[src/rtl/cbfp_exp_restore.sv]
// cbfp_exp_restore: undoes per-group CBFP normalisation, bringing 16-lane complex beats back to one fixed-point scale.
// Optional build macro CBFP_EXP_STATS_EN adds sat_cnt / blk_cnt statistics outputs.
module cbfp_exp_restore #(
    parameter int cnt_size   = 5,
    parameter int array_size = 16,
    parameter int array_num  = 4,
    parameter int din_size   = 11,
    parameter int dout_size  = 16,
    parameter int exp_bias   = 5,
    parameter int blk_beats  = 4,
    parameter int exp_depth  = 4
) (
    input  logic                              clk,
    input  logic                              rstn,
    input  logic                              exp_valid,
    input  logic [cnt_size*array_num-1:0]     exp_in,
    output logic                              exp_ready,
    input  logic                              valid_in,
    input  logic [din_size*array_size-1:0]    din_re,
    input  logic [din_size*array_size-1:0]    din_im,
    output logic                              valid_out,
    output logic [dout_size*array_size-1:0]   dout_re,
    output logic [dout_size*array_size-1:0]   dout_im,
    output logic                              blk_last,
    output logic                              sat_flag,
    output logic                              err_udf,
    output logic                              err_ovf
`ifdef CBFP_EXP_STATS_EN
    ,
    output logic [15:0]                       sat_cnt,
    output logic [15:0]                       blk_cnt
`endif
);
    localparam int EW  = cnt_size * array_num;
    localparam int AW  = $clog2(exp_depth);
    localparam int BW  = (blk_beats > 1) ? $clog2(blk_beats) : 1;
    localparam int GL  = array_size / array_num;
    localparam int W   = dout_size + exp_bias;
    localparam int DIW = din_size * array_size;
    localparam int DOW = dout_size * array_size;
    localparam logic signed [W-1:0] SAT_HI = W'(2 ** (dout_size - 1) - 1);
    localparam logic signed [W-1:0] SAT_LO = ~SAT_HI;

    typedef enum logic {IDLE, RUN} state_t;

    logic [EW-1:0]   fifo_q [exp_depth];
    logic [AW-1:0]   wr_ptr_q, rd_ptr_q;
    logic [AW:0]     fill_q, fill_d;
    logic            fifo_empty, fifo_full, push, pop;
    state_t          state_q, state_d;
    logic [BW-1:0]   beat_cnt_q, beat_cnt_d;
    logic            accept, last_beat;
    logic            err_udf_q, err_ovf_q;
    logic            v1_q, last1_q;
    logic [DIW-1:0]  re1_q, im1_q;
    logic [EW-1:0]   exp1_q;
    logic [DOW-1:0]  re2_d, im2_d, dout_re_q, dout_im_q;
    logic [array_size-1:0] sat_re, sat_im;
    logic            valid_out_q, blk_last_q, sat_flag_q;

    assign fifo_empty = (fill_q == '0);
    assign fifo_full  = (fill_q == (AW+1)'(exp_depth));
    // A pop frees the slot in the same cycle, so a push against a full FIFO still lands.
    assign push       = exp_valid && (!fifo_full || pop);
    assign exp_ready  = !fifo_full;

    always_comb begin
        state_d    = state_q;
        beat_cnt_d = beat_cnt_q;
        accept     = 1'b0;
        last_beat  = 1'b0;
        pop        = 1'b0;
        if (valid_in && (state_q == RUN || !fifo_empty)) begin
            accept = 1'b1;
            if (beat_cnt_q == BW'(blk_beats - 1)) begin
                last_beat  = 1'b1;
                pop        = 1'b1;
                beat_cnt_d = '0;
                state_d    = IDLE;
            end else begin
                beat_cnt_d = beat_cnt_q + BW'(1);
                state_d    = RUN;
            end
        end
    end

    always_comb begin
        fill_d = fill_q;
        if (push && !pop)      fill_d = fill_q + (AW+1)'(1);
        else if (pop && !push) fill_d = fill_q - (AW+1)'(1);
    end

    always_ff @(posedge clk) begin
        if (push) fifo_q[wr_ptr_q] <= exp_in;
    end

    always_ff @(posedge clk or negedge rstn) begin
        if (!rstn) begin
            wr_ptr_q   <= '0;
            rd_ptr_q   <= '0;
            fill_q     <= '0;
            state_q    <= IDLE;
            beat_cnt_q <= '0;
            err_udf_q  <= 1'b0;
            err_ovf_q  <= 1'b0;
        end else begin
            if (push) wr_ptr_q <= wr_ptr_q + AW'(1);
            if (pop)  rd_ptr_q <= rd_ptr_q + AW'(1);
            fill_q     <= fill_d;
            state_q    <= state_d;
            beat_cnt_q <= beat_cnt_d;
            if (exp_valid && !push) err_ovf_q <= 1'b1;
            if (valid_in && state_q == IDLE && fifo_empty) err_udf_q <= 1'b1;
        end
    end

    // Stage 1: capture the beat together with the count set it belongs to.
    always_ff @(posedge clk or negedge rstn) begin
        if (!rstn) begin
            v1_q    <= 1'b0;
            last1_q <= 1'b0;
            re1_q   <= '0;
            im1_q   <= '0;
            exp1_q  <= '0;
        end else begin
            v1_q    <= accept;
            last1_q <= last_beat;
            if (accept) begin
                re1_q  <= din_re;
                im1_q  <= din_im;
                exp1_q <= fifo_q[rd_ptr_q];
            end
        end
    end

    // Returns {clipped, value}; the right shift floors toward -inf.
    function automatic logic [dout_size:0] restore(input logic [din_size-1:0] d,
                                                   input logic [cnt_size-1:0] sh);
        logic signed [W-1:0] x;
        logic signed [W-1:0] y;
        x = {{(W-din_size){d[din_size-1]}}, d};
        y = (x <<< exp_bias) >>> sh;
        if (y > SAT_HI) return {1'b1, SAT_HI[dout_size-1:0]};
        if (y < SAT_LO) return {1'b1, SAT_LO[dout_size-1:0]};
        return {1'b0, y[dout_size-1:0]};
    endfunction

    for (genvar gi = 0; gi < array_size; gi++) begin : g_lane
        logic [cnt_size-1:0] sh;
        assign sh = exp1_q[(gi / GL) * cnt_size +: cnt_size];
        assign {sat_re[gi], re2_d[gi*dout_size +: dout_size]} = restore(re1_q[gi*din_size +: din_size], sh);
        assign {sat_im[gi], im2_d[gi*dout_size +: dout_size]} = restore(im1_q[gi*din_size +: din_size], sh);
    end

    always_ff @(posedge clk or negedge rstn) begin
        if (!rstn) begin
            valid_out_q <= 1'b0;
            blk_last_q  <= 1'b0;
            sat_flag_q  <= 1'b0;
            dout_re_q   <= '0;
            dout_im_q   <= '0;
        end else begin
            valid_out_q <= v1_q;
            blk_last_q  <= v1_q && last1_q;
            sat_flag_q  <= v1_q && ((|sat_re) || (|sat_im));
            if (v1_q) begin
                dout_re_q <= re2_d;
                dout_im_q <= im2_d;
            end
        end
    end

`ifdef CBFP_EXP_STATS_EN
    logic [15:0] sat_cnt_q, sat_cnt_d, blk_cnt_q;
    logic [16:0] sat_sum;

    assign sat_sum   = {1'b0, sat_cnt_q} + 17'($countones({sat_re, sat_im}));
    assign sat_cnt_d = sat_sum[16] ? 16'hFFFF : sat_sum[15:0];

    always_ff @(posedge clk or negedge rstn) begin
        if (!rstn) begin
            sat_cnt_q <= '0;
            blk_cnt_q <= '0;
        end else if (v1_q) begin
            sat_cnt_q <= sat_cnt_d;
            if (last1_q) blk_cnt_q <= blk_cnt_q + 16'd1;
        end
    end

    assign sat_cnt = sat_cnt_q;
    assign blk_cnt = blk_cnt_q;
`endif

    assign valid_out = valid_out_q;
    assign blk_last  = blk_last_q;
    assign sat_flag  = sat_flag_q;
    assign dout_re   = dout_re_q;
    assign dout_im   = dout_im_q;
    assign err_udf   = err_udf_q;
    assign err_ovf   = err_ovf_q;

endmodule

[config.mk]
export PLATFORM = sky130hd
export DESIGN_NAME = cbfp_exp_restore
export DESIGN_NICKNAME = d
export VERILOG_FILES = /design/src/rtl/cbfp_exp_restore.sv
export SDC_FILE = /design/constraint.sdc
export NUM_CORES = 2
export LEC_CHECK = 0
export CAP_MARGIN = 20
export CORE_AREA = 2 2 347 349
export CTS_BUF_LIST = sky130_fd_sc_hd__clkbuf_4 sky130_fd_sc_hd__clkbuf_8 sky130_fd_sc_hd__clkbuf_16
export DETAILED_ROUTE_END_ITERATION = 6
export DIE_AREA = 0 0 349 351
export GPL_TIMING_DRIVEN = 0
export HOLD_SLACK_MARGIN = 0.03
export PLACE_DENSITY = 0.73
export REMOVE_ABC_BUFFERS = 1
export SLEW_MARGIN = 20
export SYNTH_ARGS = -nofsm -noshare
export SYNTH_HDL_FRONTEND = slang
export SYNTH_SLANG_ARGS = --single-unit
[constraint.sdc]
create_clock -name clk -period 4.45 [get_ports clk]
set_clock_uncertainty 0.15 [all_clocks]
set_input_delay 1.1125 -clock clk [delete_from_list [all_inputs] [get_ports clk]]
set_output_delay 1.1125 -clock clk [all_outputs]
set_load 0.03 [all_outputs]
# == Word level (Yosys, flattened, before mapping) ==
# Memories as Yosys holds them, arrays and structs flattened. A register that Yosys moved wholly into a read port is not among the register bits.
# Index checks and enable logic that the tools add are counted.
# totals
ramBits,80
memories,1
regBits,881
wordCells,375
out_inout_bits,518
# mem_list
memory,depth,word_bits,read_ports,rd_ports_with_merged_regs,wr,line,text
fifo_q,4,20,1,1,1,46,logic [EW-1:0] fifo_q [exp_depth];
# op_classes
n_reduce_logical,21
n_eq_ne,2
shifts,32
muxes,233
bitwise,1
addsub,5
order_cmp,64
# op_table
operator,count
$mux W17,128
$gt A21 B16 Y1 const B,32
$lt A21 B16 Y1 const B,32
$sshr A16 B5 Y21,32
$mux W1,102
$reduce_or A16 Y1,2
$logic_and A1 B1 Y1,9
$add A2 B1 Y2 const B,3
$mux W3,2
$logic_not A1 Y1,5
$add A3 B1 Y3 const B,1
$eq A3 B3 Y1 const B,1
$logic_not A3 Y1,1
$logic_or A1 B1 Y1,3
$sub A3 B1 Y3 const B,1
$eq A2 B2 Y1 const B,1
$mux W2,1
$reduce_bool A2 Y1,1
$not A1 Y1,1

# == Depth between registers and ports, before layout ==
# depth
depth_word,11
ltp_mapped,12
ltp_nobuf,10

# == Worst setup path before layout ==
# No wires, ideal clock.
# synth_path
path_kind,in2reg
start,input valid_in
end,register fill_q[2]
setup_slack_ns,1.472
n_path_buf,2
t_arrival_ns,2.749
t_required_ns,4.221
path_stages,11
cell_sequence,nand2b_1 buf_2 clkinv_1 clkbuf_1 nand2_1 ha_1 inv_1 fa_1 xor2_1 nor2_1 xor2_1
# synth_via
elab_chain_cells,7
word_cells_on_any_way,10
# synth_rtl
item,line,text
from (decl),18,"input logic valid_in,"
$logic_and A1 B1 Y1 *,73,if (valid_in && (state_q == RUN || !fifo_empty)) begin
$mux W1 *,73,
$logic_or A1 B1 Y1,64,assign push = exp_valid && (!fifo_full || pop);
$logic_and A1 B1 Y1,64,
$logic_not A1 Y1,90,else if (pop && !push) fill_d = fill_q - (AW+1)'(1);
$logic_and A1 B1 Y1,90,
$reduce_bool A2 Y1 (no source line),n/a,
to (signal assigned),109,fill_q <= fill_d;
to (decl),48,"logic [AW:0] fill_q, fill_d;"
# Mark *: on every way between the ends. The rest lies on a longest branch, timed or not.
# A chain may end at the register's enable or synchronous reset.

# == Worst setup path after layout ==
# Same ends and word-level chain as after synthesis.

==> qor.csv <==
metric,value,unit
status,"finished, violations left",
violations,design-rule violations,
arrival,4720,ps
start_kind,input pin,
nFillCells,9935,
worstSetupPathType,input pin to flop,
syn_area_per_cell,9.93,sq um
crit_buf_inv,7,
fin_crit,4210,ps
swShare,45.9,%
path_cells,clkdlybuf4s50_1 -> nand2b_4 -> buf_16 -> buf_16 -> clkinv_16 -> buf_16 -> buf_16 -> nand2_2 -> ha_1 -> inv_1 -> fa_1 -> xor2_1 -> nor2_1 -> xor2_1,
cpMostUsedCell,buf_16,
first_pass_iters,7,
wl_met1,79.5,mm
drv_cap,0,
end_kind,flop,
routedWlPerCell,26.9,microns
ff2ff_setup_slack,310,ps
synth_compound_area_share,15.9,%
ys_seq_area_share,44.8,%
cts_buffer_depth,3,
clkPwrFrac,17.2,%
drc,1,
finalWeightedCongestion,0.924,
grt_start_max_net_pins,147,
seq_power_share,28.8,%
synthXorXnorAreaFrac,0.0944,%
ys_async_sr_fraction,91.8,%
gr-total-overflow,0,
reg2reg_depth,14,
fin_nets,6577,
clock_sinks,981,
crit_slowest_cell,clkdlybuf4s50_1,
wirelength,211,mm
dp_hpwl,143,mm
max_freq,237,MHz
ys_seq_elements,981,
fin_area,70200,sq um
critPathTopFamily,buffers and inverters,
top_layer,met5,
numCtsBuffers,110,
yosysWarnings,0,
h-tree-depth,3,
yosysTopAreaCell,dfrtp_1,
path_clk_slew,60,ps
row_count,127,
finalHoldViolations,0,
antenna_found_initial,31,
ios,894,
cts_tree,yes,
yosys-top-cells-area,"dfrtp_1, mux4_2, nand2_1",
peakVddDrop,0.555,mV
clock_latency,730,ps
hp-class,input pin to asynchronous set/reset pin,
required,4950,ps
die_y,351,microns
reg2reg_to,fill_q[2],
ctsHoldBuffers,0,
wl_met3,23.4,mm
crit_path_max_incr_delay,570,ps
start_util,46.8,%
grt_pass1_wl,311,mm
syn2layout_area_growth,26.0,%
comb_power_share,54.0,%
p_per_area,806,nW/um^2
synth_top_cells_by_count,"nand2_1, dfrtp_1, nor2_1",
reg2reg_from,fill_q[2],
synth_mux_area_share,19.1,%
die_w,349,microns
numPortBuffers,893,
internal-power,0.0306,W
synth_fa_ha_area_share,0.171,%
place_area,66100,sq um
yosysTopAreaCellShare,40.5,%
synth-edff-count,80,
drive_gt1_share,14.7,%
synth_cells,5611,
die_area,122000,sq um
design.core.area,119000,sq um
drt_iter0_drc,6140,
synth_most_common_cell,nand2_1,
vias,50100,
rsz0062_at_grt,no,
critPathMaxFanout,91,
max_slew_margin,14.8,%
wl_met2,94.5,mm
final_max_slew_viol_count,0,
fin_crit_sh,94.7,%
cts_root_buf,clkbuf_16,
setup_violations,0,
drtAntennaViolNets,0,
synthSimpleGateAreaFrac,15.5,%
synth_area,55700,sq um
synth_top_family_by_area,multiplexers,
p_leak,29.3,nW
synth_ff_type,dfrtp_1,
tightest_slew,1270,ps
yosysUniqueCellTypes,88,
track_usage,33.3,%
power.total,0.0566,W
vias_per_cell,6.38,
first_global_vias,48100,
p_switching,0.0260,W
-- area by class of cell --
type                            count  area [sq um]  share of cell area, %
Antenna cell                       13          32.5                 0.0463
Tap cell                         1548          1940                   2.76
Multi-Input combinational cell   4095         28500                   40.6
Clock inverter                     52           573                  0.816
Timing Repair Buffer              972         10700                   15.3
Clock buffer                      156          3300                   4.70
Sequential cell                   981         25000                   35.6
Inverter                           34           164                  0.234
-- cells by family (layout without fill, tap and decap cells) --
group                      count (synthesis)  count (layout)
buffers and inverters                    536            1214
AOI/OAI and AO/OA                       1244            1244
and+or+nand+nor                         2136            2137
other                                      1              14
adders and majority gates                  7               7
muxes                                    700             700
DFF                                      981             981
xor gates and xnor gates                   6               6
-- worst max path at each step --
stage                         to  startpoint  slack, ps  cells after the start
floorplan           dout_re[119]        v1_q     -14410                      3
global placement       im1_q[22]        rstn     -39930                      1
detailed placement     fill_q[2]    valid_in      -1500                     15
CTS                    fill_q[2]    valid_in         80                     15
global route           fill_q[2]    valid_in        100                     14
finish                 fill_q[2]    valid_in        240                     14
-- registers in the layout (all words and copies together) (netlist names) --
| name | flops |
|---|---|
| v1_q | 1 |
| dout_re | 256 |
| sat_flag | 1 |
| fifo_q | 80 |
| im1_q | 176 |
| exp1_q | 20 |
| beat_cnt_q | 2 |
| fill_q | 3 |
| wr_ptr_q | 2 |
| err_ovf | 1 |
| dout_im | 256 |
| blk_last | 1 |
| state_q | 1 |
| last1_q | 1 |
| valid_out | 1 |
| err_udf | 1 |
| rd_ptr_q | 2 |
| re1_q | 176 |
-- through the flow --
| step | TNS, ps | hold slack (ps) | std cells | setup WS [ps] | util (%) |
|---|---|---|---|---|---|
| after detailed placement | -84710 | 296 | 7625 | -1500 | 55.6 |
| final | 0 | 91.1 | 7851 | 236 | 59.0 |
| after global placement | - | 294 | 7550 | -39930 | 54.0 |
| after CTS | 0 | 66.2 | 7836 | 76.3 | 58.9 |
| after global routing | 0 | 105 | 7846 | 101 | 59.0 |
| after floorplan | -9555110 | 284 | 5109 | -14410 | - |
-- metal layers --
| metal | GRT usage, % | vias to the layer above |
|---|---|---|
| li1 | - | 21500 |
| met1 | 43.3 | 24600 |
| met2 | 50.9 | 3196 |
| met3 | 8.91 | 679 |
| met4 | 18.3 | 38 |
| met5 | 0 | - |
-- power by group through the flow --
| stage | clock (W) | combinational [W] | sequential [W] |
|---|---|---|---|
| finish | 0.00973 | 0.0306 | 0.0163 |
| global route | 0.0102 | 0.0321 | 0.0166 |
| CTS | 0.00984 | 0.0301 | 0.0162 |
| detailed placement | 0 | 0.0300 | 0.0163 |
| global placement | 0 | 0.0289 | 0.0179 |
| floorplan | 0 | 0.0140 | 0.0203 |
-- layout by cell type (no fill, tap or decap), types with 27 or more instances in the layout --
cell type / instances
o2bb2ai_1: 57
o32a_1: 34
a22o_1: 37
nand2b_1: 37
o22ai_1: 85
mux4_2: 271
o221a_2: 64
clkinv_2: 32
o221ai_1: 27
o211ai_1: 34
dfrtp_1: 879
o21a_1: 44
nor2_1: 470
mux2_2: 175
edfxtp_1: 80
clkdlybuf4s50_1: 892
o21ai_0: 199
a31oi_1: 88
buf_16: 43
a211oi_1: 29
a221oi_1: 82
a21oi_1: 257
mux2i_1: 249
nor3_1: 43
a21o_1: 29
clkbuf_16: 117
nand2_1: 1409
-- repair_timing --
| item | in CTS | in global routing |
|---|---|---|
| buffers inserted | 1 | 0 |
| cloned | 2 | 3 |
| setup endpoints to repair | 3 | 2 |
| resized for setup | 5 | 0 |
(Power assumes the default switching activity.)
